--- src/rtl/tt_gate_pkg.sv ---
// Shared types and constants for the truth-table gate evaluator.
// Config FSM states, table-width helper and default table.
package tt_gate_pkg;

  typedef enum logic [1:0] {
    IDLE,
    SHIFT,
    COMMIT
  } cfg_state_t;

  localparam logic [7:0] TT_INIT_DEF = 8'hF4;

  function automatic int tt_width(input int n);
    return 1 << n;
  endfunction

endpackage

--- src/rtl/tt_gate_eval_cfg_loader.sv ---
// Serial truth-table loader: shifts bits MSB-first into a shadow table
// and raises a one-cycle commit strobe once a full table has arrived.
module tt_cfg_loader
  import tt_gate_pkg::*;
#(
  parameter int TT_W = 8
) (
  input  logic            clk,
  input  logic            reset,
  input  logic            cfg_valid,
  input  logic            cfg_bit,
  input  logic            cfg_abort,
  output logic            cfg_ready,
  output logic [TT_W-1:0] shadow,
  output logic            commit
);

  localparam int CW = $clog2(TT_W) + 1;

  cfg_state_t      r_state;
  cfg_state_t      w_state_n;
  logic [TT_W-1:0] r_shadow;
  logic [TT_W-1:0] w_shadow_n;
  logic [CW-1:0]   r_cnt;
  logic [CW-1:0]   w_cnt_n;
  logic            w_acc;

  // Ready depends on state only, never on cfg_valid.
  assign cfg_ready = (r_state != COMMIT);
  assign w_acc     = cfg_valid && cfg_ready;
  assign shadow    = r_shadow;
  assign commit    = (r_state == COMMIT);

  // State, shadow table and bit counter registers.
  always_ff @(posedge clk or posedge reset) begin
    if (reset) begin
      r_state  <= IDLE;
      r_shadow <= '0;
      r_cnt    <= '0;
    end else begin
      r_state  <= w_state_n;
      r_shadow <= w_shadow_n;
      r_cnt    <= w_cnt_n;
    end
  end

  // Next-state logic; abort in SHIFT beats a same-cycle bit.
  always_comb begin
    w_state_n  = r_state;
    w_shadow_n = r_shadow;
    w_cnt_n    = r_cnt;
    unique case (r_state)
      IDLE: begin
        if (w_acc) begin
          w_shadow_n = {{(TT_W-1){1'b0}}, cfg_bit};
          w_cnt_n    = CW'(1);
          w_state_n  = SHIFT;
        end
      end
      SHIFT: begin
        if (cfg_abort) begin
          w_shadow_n = '0;
          w_cnt_n    = '0;
          w_state_n  = IDLE;
        end else if (w_acc) begin
          w_shadow_n = {r_shadow[TT_W-2:0], cfg_bit};
          w_cnt_n    = r_cnt + CW'(1);
          if (r_cnt == CW'(TT_W - 1))
            w_state_n = COMMIT;
        end
      end
      COMMIT: begin
        w_cnt_n   = '0;
        w_state_n = IDLE;
      end
      default: begin
        w_state_n = IDLE;
      end
    endcase
  end

endmodule

--- src/rtl/tt_gate_eval.sv ---
// Reprogrammable N_IN-input truth-table gate with a valid/ready
// output register; the table is reloadable over a serial port.
module tt_gate_eval
  import tt_gate_pkg::*;
#(
  parameter  int          N_IN    = 3,
  localparam int          TT_W    = tt_width(N_IN),
  parameter  logic [63:0] TT_INIT = 64'(TT_INIT_DEF)
) (
  input  logic            clk,
  input  logic            reset,
  input  logic            cfg_valid,
  input  logic            cfg_bit,
  output logic            cfg_ready,
  input  logic            cfg_abort,
  output logic            cfg_done,
  input  logic            in_valid,
  input  logic [N_IN-1:0] in_vec,
  output logic            in_ready,
  output logic            out_valid,
  output logic            out,
  input  logic            out_ready,
  output logic [TT_W-1:0] tt_active
);

  logic [TT_W-1:0] r_tt_active;
  logic [TT_W-1:0] w_shadow;
  logic            w_commit;
  logic [N_IN-1:0] w_idx;
  logic            w_accept;
  logic            r_out;
  logic            r_out_valid;

  tt_cfg_loader #(
    .TT_W(TT_W)
  ) u_loader (
    .clk      (clk),
    .reset    (reset),
    .cfg_valid(cfg_valid),
    .cfg_bit  (cfg_bit),
    .cfg_abort(cfg_abort),
    .cfg_ready(cfg_ready),
    .shadow   (w_shadow),
    .commit   (w_commit)
  );

  // Row 0 is the MSB, so the bit index is the complement of the row.
  assign w_idx     = ~in_vec;
  assign in_ready  = !r_out_valid || out_ready;
  assign w_accept  = in_valid && in_ready;
  assign cfg_done  = w_commit;
  assign tt_active = r_tt_active;
  assign out       = r_out;
  assign out_valid = r_out_valid;

  // Active table: swapped at the end of the commit cycle.
  always_ff @(posedge clk or posedge reset) begin
    if (reset)
      r_tt_active <= TT_INIT[TT_W-1:0];
    else if (w_commit)
      r_tt_active <= w_shadow;
  end

  // Single result register; result value holds after it drains.
  always_ff @(posedge clk or posedge reset) begin
    if (reset) begin
      r_out       <= 1'b0;
      r_out_valid <= 1'b0;
    end else if (w_accept) begin
      r_out       <= r_tt_active[w_idx];
      r_out_valid <= 1'b1;
    end else if (out_ready) begin
      r_out_valid <= 1'b0;
    end
  end

endmodule

--- config.mk ---
export PLATFORM = sky130hd
export DESIGN_NAME = tt_gate_eval
export DESIGN_NICKNAME = d
export VERILOG_FILES = /design/src/rtl/tt_gate_pkg.sv /design/src/rtl/tt_gate_eval_cfg_loader.sv /design/src/rtl/tt_gate_eval.sv
export SDC_FILE = /design/constraint.sdc
export NUM_CORES = 1
export LEC_CHECK = 0
export CORE_UTILIZATION = 55
export DETAILED_ROUTE_END_ITERATION = 10
export DONT_BUFFER_PORTS = 1
export GPL_TIMING_DRIVEN = 0
export PLACE_DENSITY = 0.82
export SETUP_SLACK_MARGIN = 0.1
export SLEW_MARGIN = 0
export SYNTH_ARGS = -nofsm -noshare
export SYNTH_HDL_FRONTEND = slang
export SYNTH_SLANG_ARGS = --single-unit
--- constraint.sdc ---
create_clock -name clk -period 1.45 [get_ports clk]
set_input_delay 0.2175 -clock clk [delete_from_list [all_inputs] [get_ports clk]]
set_output_delay 0.2175 -clock clk [all_outputs]
set_load 0.02 [all_outputs]
Yosys cells after proc, flatten, opt, wreduce, memory -nomap -nowiden
Index checks and enable logic that the tools add are counted.
Cells by class
  equality and inequality tests: 7
  bitwise operators: 1
  magnitude comparators: 1
  mux-type cells: 17
  add/subtract/negate cells: 1
  reductions and logical operators: 11
  $mul: 0
  shift operators: 0
  divide/modulo/power cells: 0
Operator list (number)
  2-to-1 mux 8 bit: 3
  one-hot mux 8 bit (2 select lines): 1
  2-to-1 mux 4 bit: 3
  one-hot mux 4 bit (3 select lines): 1
  AND reduction 3 bit: 3
  2-to-1 mux 2 bit: 4
  inequality test 3 x 2 -> 1 bit (second input constant): 2
  adder 4 x 1 -> 4 bit (second input constant): 1
  equality test 4 x 3 -> 1 bit (second input constant): 1
  < comparator 3 x 4 -> 1 bit (second input constant): 1
  one-hot mux 2 bit (2 select lines): 1
  nonzero test 2 bit: 2
  binary-select mux 1 bit (select 3 bit): 1
  2-to-1 mux 1 bit: 3
  NOT 3 bit: 1
  nonzero test 3 bit: 1
  equality test 2 x 1 -> 1 bit (second input constant): 1
  equality test 2 bit (second input constant): 1
  logical AND 1 bit: 2
  logical NOT 2 bit: 1
  inequality test 2 x 1 -> 1 bit (second input constant): 1
  inequality test 2 bit (second input constant): 1
  logical NOT 1 bit: 1
  logical OR 1 bit: 1
Word-level totals
  output and inout bits: 13
  latch bits: 0
  ROM bits: 0
  RAM bits: 0
  register bits: 24
  memories kept: 0
  logic and storage cells: 44
  input port bits: 10

Logic depth before layout (Yosys ltp)
  depth after elaboration: 5
  mapped depth: 7
  gate-level depth less buffers: 6

Cells and area by module
From an unflattened synthesis, not the netlist that was laid out.
Unflattened totals
  cell total of the unflattened synthesis: 110
  area total of the unflattened synthesis: 1253.7 um2
By module, submodules not included
  tt_cfg_loader: times used 1, area an instance 795.8 um2, sequential area each 350.3 um2, cells each 79
  tt_gate_eval: times used 1, area an instance 457.9 um2, sequential area each 256.5 um2, cells each 31

Worst setup path after synthesis
Ideal clock, no wire load.
  path kind: register to register
  from: register u_loader.r_state[0]
  to: register u_loader.r_cnt[0]
  arrival: 1493 ps
  slack: -168 ps
  data required time: 1325 ps
  stages on the path, launching flop included: 7
  setup time: 125 ps
  path buffers: 0
  period minus slack after synthesis: 1618 ps
  cell sequence: dfrtp_1 inv_1 ha_1 nor2b_1 o21bai_4 o21ai_2 mux2_2
On the way
  elaborated cells on any way between the ends: 10
  those cells by class: eq/ne: 5; mux: 1; reduce/logical: 4
RTL lines
  start: declaration: RTL line tt_gate_eval_cfg_loader.sv:20  | cfg_state_t r_state;
  start signal: assignment: RTL line tt_gate_eval_cfg_loader.sv:41  | r_state <= w_state_n;
  equality test 2 bit *
  named net cfg_done: RTL line tt_gate_eval.sv:16  | output logic cfg_done,
  nonzero test 3 bit (no line)
  AND reduction 3 bit (no line)
  end signal: assignment: RTL line tt_gate_eval_cfg_loader.sv:43  | r_cnt <= w_cnt_n;
  end: declaration: RTL line tt_gate_eval_cfg_loader.sv:24  | logic [CW-1:0] r_cnt;
The timed path passes the listed nets; every way through them passes the cells marked *.
A chain may end at the register's enable or synchronous reset.

Final worst setup path
  from: register u_loader.r_state[0]
  to: register u_loader.r_shadow[2], in the netlist u_loader.shadow[2]
On the way
  word-level cells in the longest chain between the ends: 4
  elaborated cells on any way between the ends: 9
  those cells by class: eq/ne: 4; mux: 1; reduce/logical: 4
RTL lines
  inequality test 2 bit: RTL line tt_gate_eval_cfg_loader.sv:29  | assign cfg_ready = (r_state != COMMIT);
  logical AND 1 bit: RTL line tt_gate_eval_cfg_loader.sv:30  | assign w_acc = cfg_valid && cfg_ready;
  inequality test 3 x 2 -> 1 bit (no line) or inequality test 2 x 1 -> 1 bit (tied branches)
  AND reduction 3 bit (no line)
  end signal: assignment: RTL line tt_gate_eval_cfg_loader.sv:42  | r_shadow <= w_shadow_n;
  end: declaration: RTL line tt_gate_eval_cfg_loader.sv:22  | logic [TT_W-1:0] r_shadow;
Parallel ways exist; a longest one is shown, timed or not.

==> impl_metrics.csv <==
group,metric,value,unit
power,power.share.sequential,41.9,%
placement,pre_cts_slack,-0.117,ns
routing,ant_nets,0,
sta,fin_tns_setup,-1.80,ns
cts,insertion_delay,0.32,ns
power,p_switching,714,uW
layout,diodes,0,
synth,syn_inst,106,
worst_setup_path,crit_chain,"inv_2 -> ha_2 -> nor2b_1 -> o22ai_2 -> buf_4 -> o21ai_0",
power,power_density,1330,nW/um2
cts,cts_sinks,24,
layout,fillers,123,
sta,setup_ws,-0.236,ns
sta,hold_viol,0,
power,pwr-share-comb,42.2,%
floorplanning,rows,16,
cts,clk_pin_slew_worst_paths,0.14,ns
job,maxCapViolCount,0,
floorplanning,die_area,2370,um2
floorplanning,io_pins,23,
synth,syn_nets,121,
routing,drtIter0Drc,14,
power,switching_share,36.1,%
sta,relSlewSlack,41.2,%
sta,fin_crit,1.69,ns
layout,finalNetCount,139,
synth,synth.avg_cell_area,11.3,um2
worst_setup_path,worstPathBufferInverterCount,2,
cts,cts_buffers,3,
power,p_leak,0.663,nW
power,power.total,1.98,mW
worst_setup_path,slowest_stage,"dfrtp_1",
routing,drc,0,
placement,dp.cells,133,
placement,gp_congestion,0.775,
synth,synth_cell_types,28,
sta,setup_violations,15,
synth,yosysWarnings,0,
synth,synth_area,1200,um2
global_routing,grt_pass1_wl,3.78,mm
cts,clockBufferDepth,2,
power,internal_power,1.26,mW
layout,final_cell_mix,"nand2_1 (21), dfrtp_1 (18), mux2_4 (9), buf_4 (9), o21ai_0 (8)",
status,outcome,"finished, violations left",
layout,final_cells,150,
sta,slew_viol_final,0,
worst_setup_path,worst-setup-path-type,"reg2reg",
sta,worstMarginPinSlew,0.881,ns
sta,fin_crit_sh,116,%
global_routing,grtUsageTotal,21.9,%
floorplanning,fp.dieW,48.7,um
synth,synthFlopType,"dfrtp_1",
routing,routed_wl,2.81,mm
worst_setup_path,worst_ep_arrival_time,1.90,ns
floorplanning,initial_core_util,59.8,%
routing,wl_per_cell,18.7,um
global_routing,antenna_found_initial,0,
global_routing,grt_max_degree,25,
power,pwr-share-clk,16.0,%
sta,finalClockSkew,0.0101,ns
synth,synth-seq-cells,24,
synth,yosysSeqAreaShare,50.7,%
status,violations,"setup timing",
sta,rsz0062_at_grt,"true",
cts,cts_tree,"built",
routing,drtPass1Iterations,4,
cts,htree_levels,1,
layout,final_util,74.5,%
worst_setup_path,start_kind,"register",
floorplanning,die_y,48.7,um
worst_setup_path,critPathRequiredTime,1.66,ns
layout,drive_gt1_share,40.7,%
cts,ctsRootBufferMaster,"clkbuf_4",
worst_setup_path,cp-end-kind,"register",
sta,max_freq,0.593,GHz
min_path,hold_path_class,"in2reg",
placement,io_buffers,0,
synth,synthTopCellsByArea,"dfrtp_1 (40%), dfstp_2 (11%), mux2_2 (9.4%)",
layout,area_delta_synth_final,24.6,%
synth,synth_edf_count,0,
synth,synth_top_area_share,39.7,%
worst_setup_path,worst-path-max-fanout,6,
power,vdd_drop_max,945,uV
worst_setup_path,reg2reg_setup_slack,-0.24,ns
global_routing,overflow,0,
synth,synth_top_cell_by_area,"dfrtp_1",
synth,synthArstFlopShare,100,%
placement,dpl.hpwl,1.50,mm
global_routing,grt_pass1_vias,813,
worst_setup_path,max_stage_delay,0.42,ns
routing,vias,900,
routing,routed_via_density,6.00,
floorplanning,core,2000,um2
layout,final_common_cell,"nand2_1",
worst_setup_path,path_delay_family,"flip-flops",
[cell usage after synthesis (3+ instances only)]
cell	n
nand2_1	21
dfrtp_1	19
mux2_2	10
o21ai_0	8
dfstp_2	5
ha_1	5
inv_1	5
mux2i_1	5
nand2b_1	3
[per-stage QoR]
| stage | hold slack (ns) | cell area [um2] |
|---|---|---|
| final | 0.0270 | 1490 |
| after global placement | 0.322 | 1270 |
| after global routing | 0.00970 | 1490 |
| after floorplan | 0.228 | 1240 |
| after CTS | 0.0220 | 1380 |
| after detailed placement | 0.333 | 1270 |
[power by group through the flow]
stage	clock (mW)	sequential, mW	combinational (mW)
2_1_floorplan	0	0.818	0.499
3_3_place_gp	0	0.832	0.566
3_5_place_dp	0	0.842	0.590
4_1_cts	0.311	0.823	0.721
5_1_grt	0.337	0.840	0.882
6_report	0.316	0.827	0.833
[what timing repair did]
item                                    4_1_cts  5_1_grt
endpoints found under the setup margin       23       25
pin swaps                                     5        3
hold buffers                                  2        0
setup buffers                                 5        6
endpoints found under the hold margin        12        0
resized for setup                             6       17
cloned                                        0        0
[path summary, 6_finish.rpt]
check,to,start,cells after the start
max reg2reg,u_loader.shadow[2],u_loader.r_state[0],6
max,u_loader.shadow[2],u_loader.r_state[0],6
min reg2reg,u_loader.shadow[7],u_loader.shadow[7],2
min,u_loader.shadow[0],cfg_bit,2
max in group asynchronous,u_loader.r_state[1],reset,2
min in group asynchronous,out_valid,reset,2
[per-layer routing]
layer / vias up / GRT usage [%] / routed length (um)
li1: 399 / - / -
met1: 445 / 27.2 / 1170
met2: 48 / 35.0 / 1370
met3: 8 / 5.35 / 195
met4: 0 / 12.3 / 74
met5: - / 0 / 0
[cell type report]
class                      instances  area (um2)  area share [%]
tap                               27        33.8            2.27
multi-input combinational         73         637            42.7
clock buffer                       4        26.3            1.76
buffer                             4        45.0            3.02
timing repair buffer              13         123            8.22
sequential                        24         608            40.8
inverter                           5        18.8            1.26
[state kept, by name (all words and copies together) (netlist names)]
register	flops
u_loader.r_state	2
out_valid	1
out	1
u_loader.r_cnt	4
tt_active	8
u_loader.shadow	8
[logic make-up after synthesis]
| logic type | count (synthesis) | synth area share (%) |
|---|---|---|
| and+or+nand+nor | 33 | 13.4 |
| DFF | 24 | 50.7 |
| AOI/OAI and AO/OA | 19 | 11.0 |
| muxes | 16 | 15.5 |
| buffers and inverters | 9 | 4.28 |
| adders and majority gates | 5 | 5.22 |
Note: power is estimated with default switching activity, not from simulation.
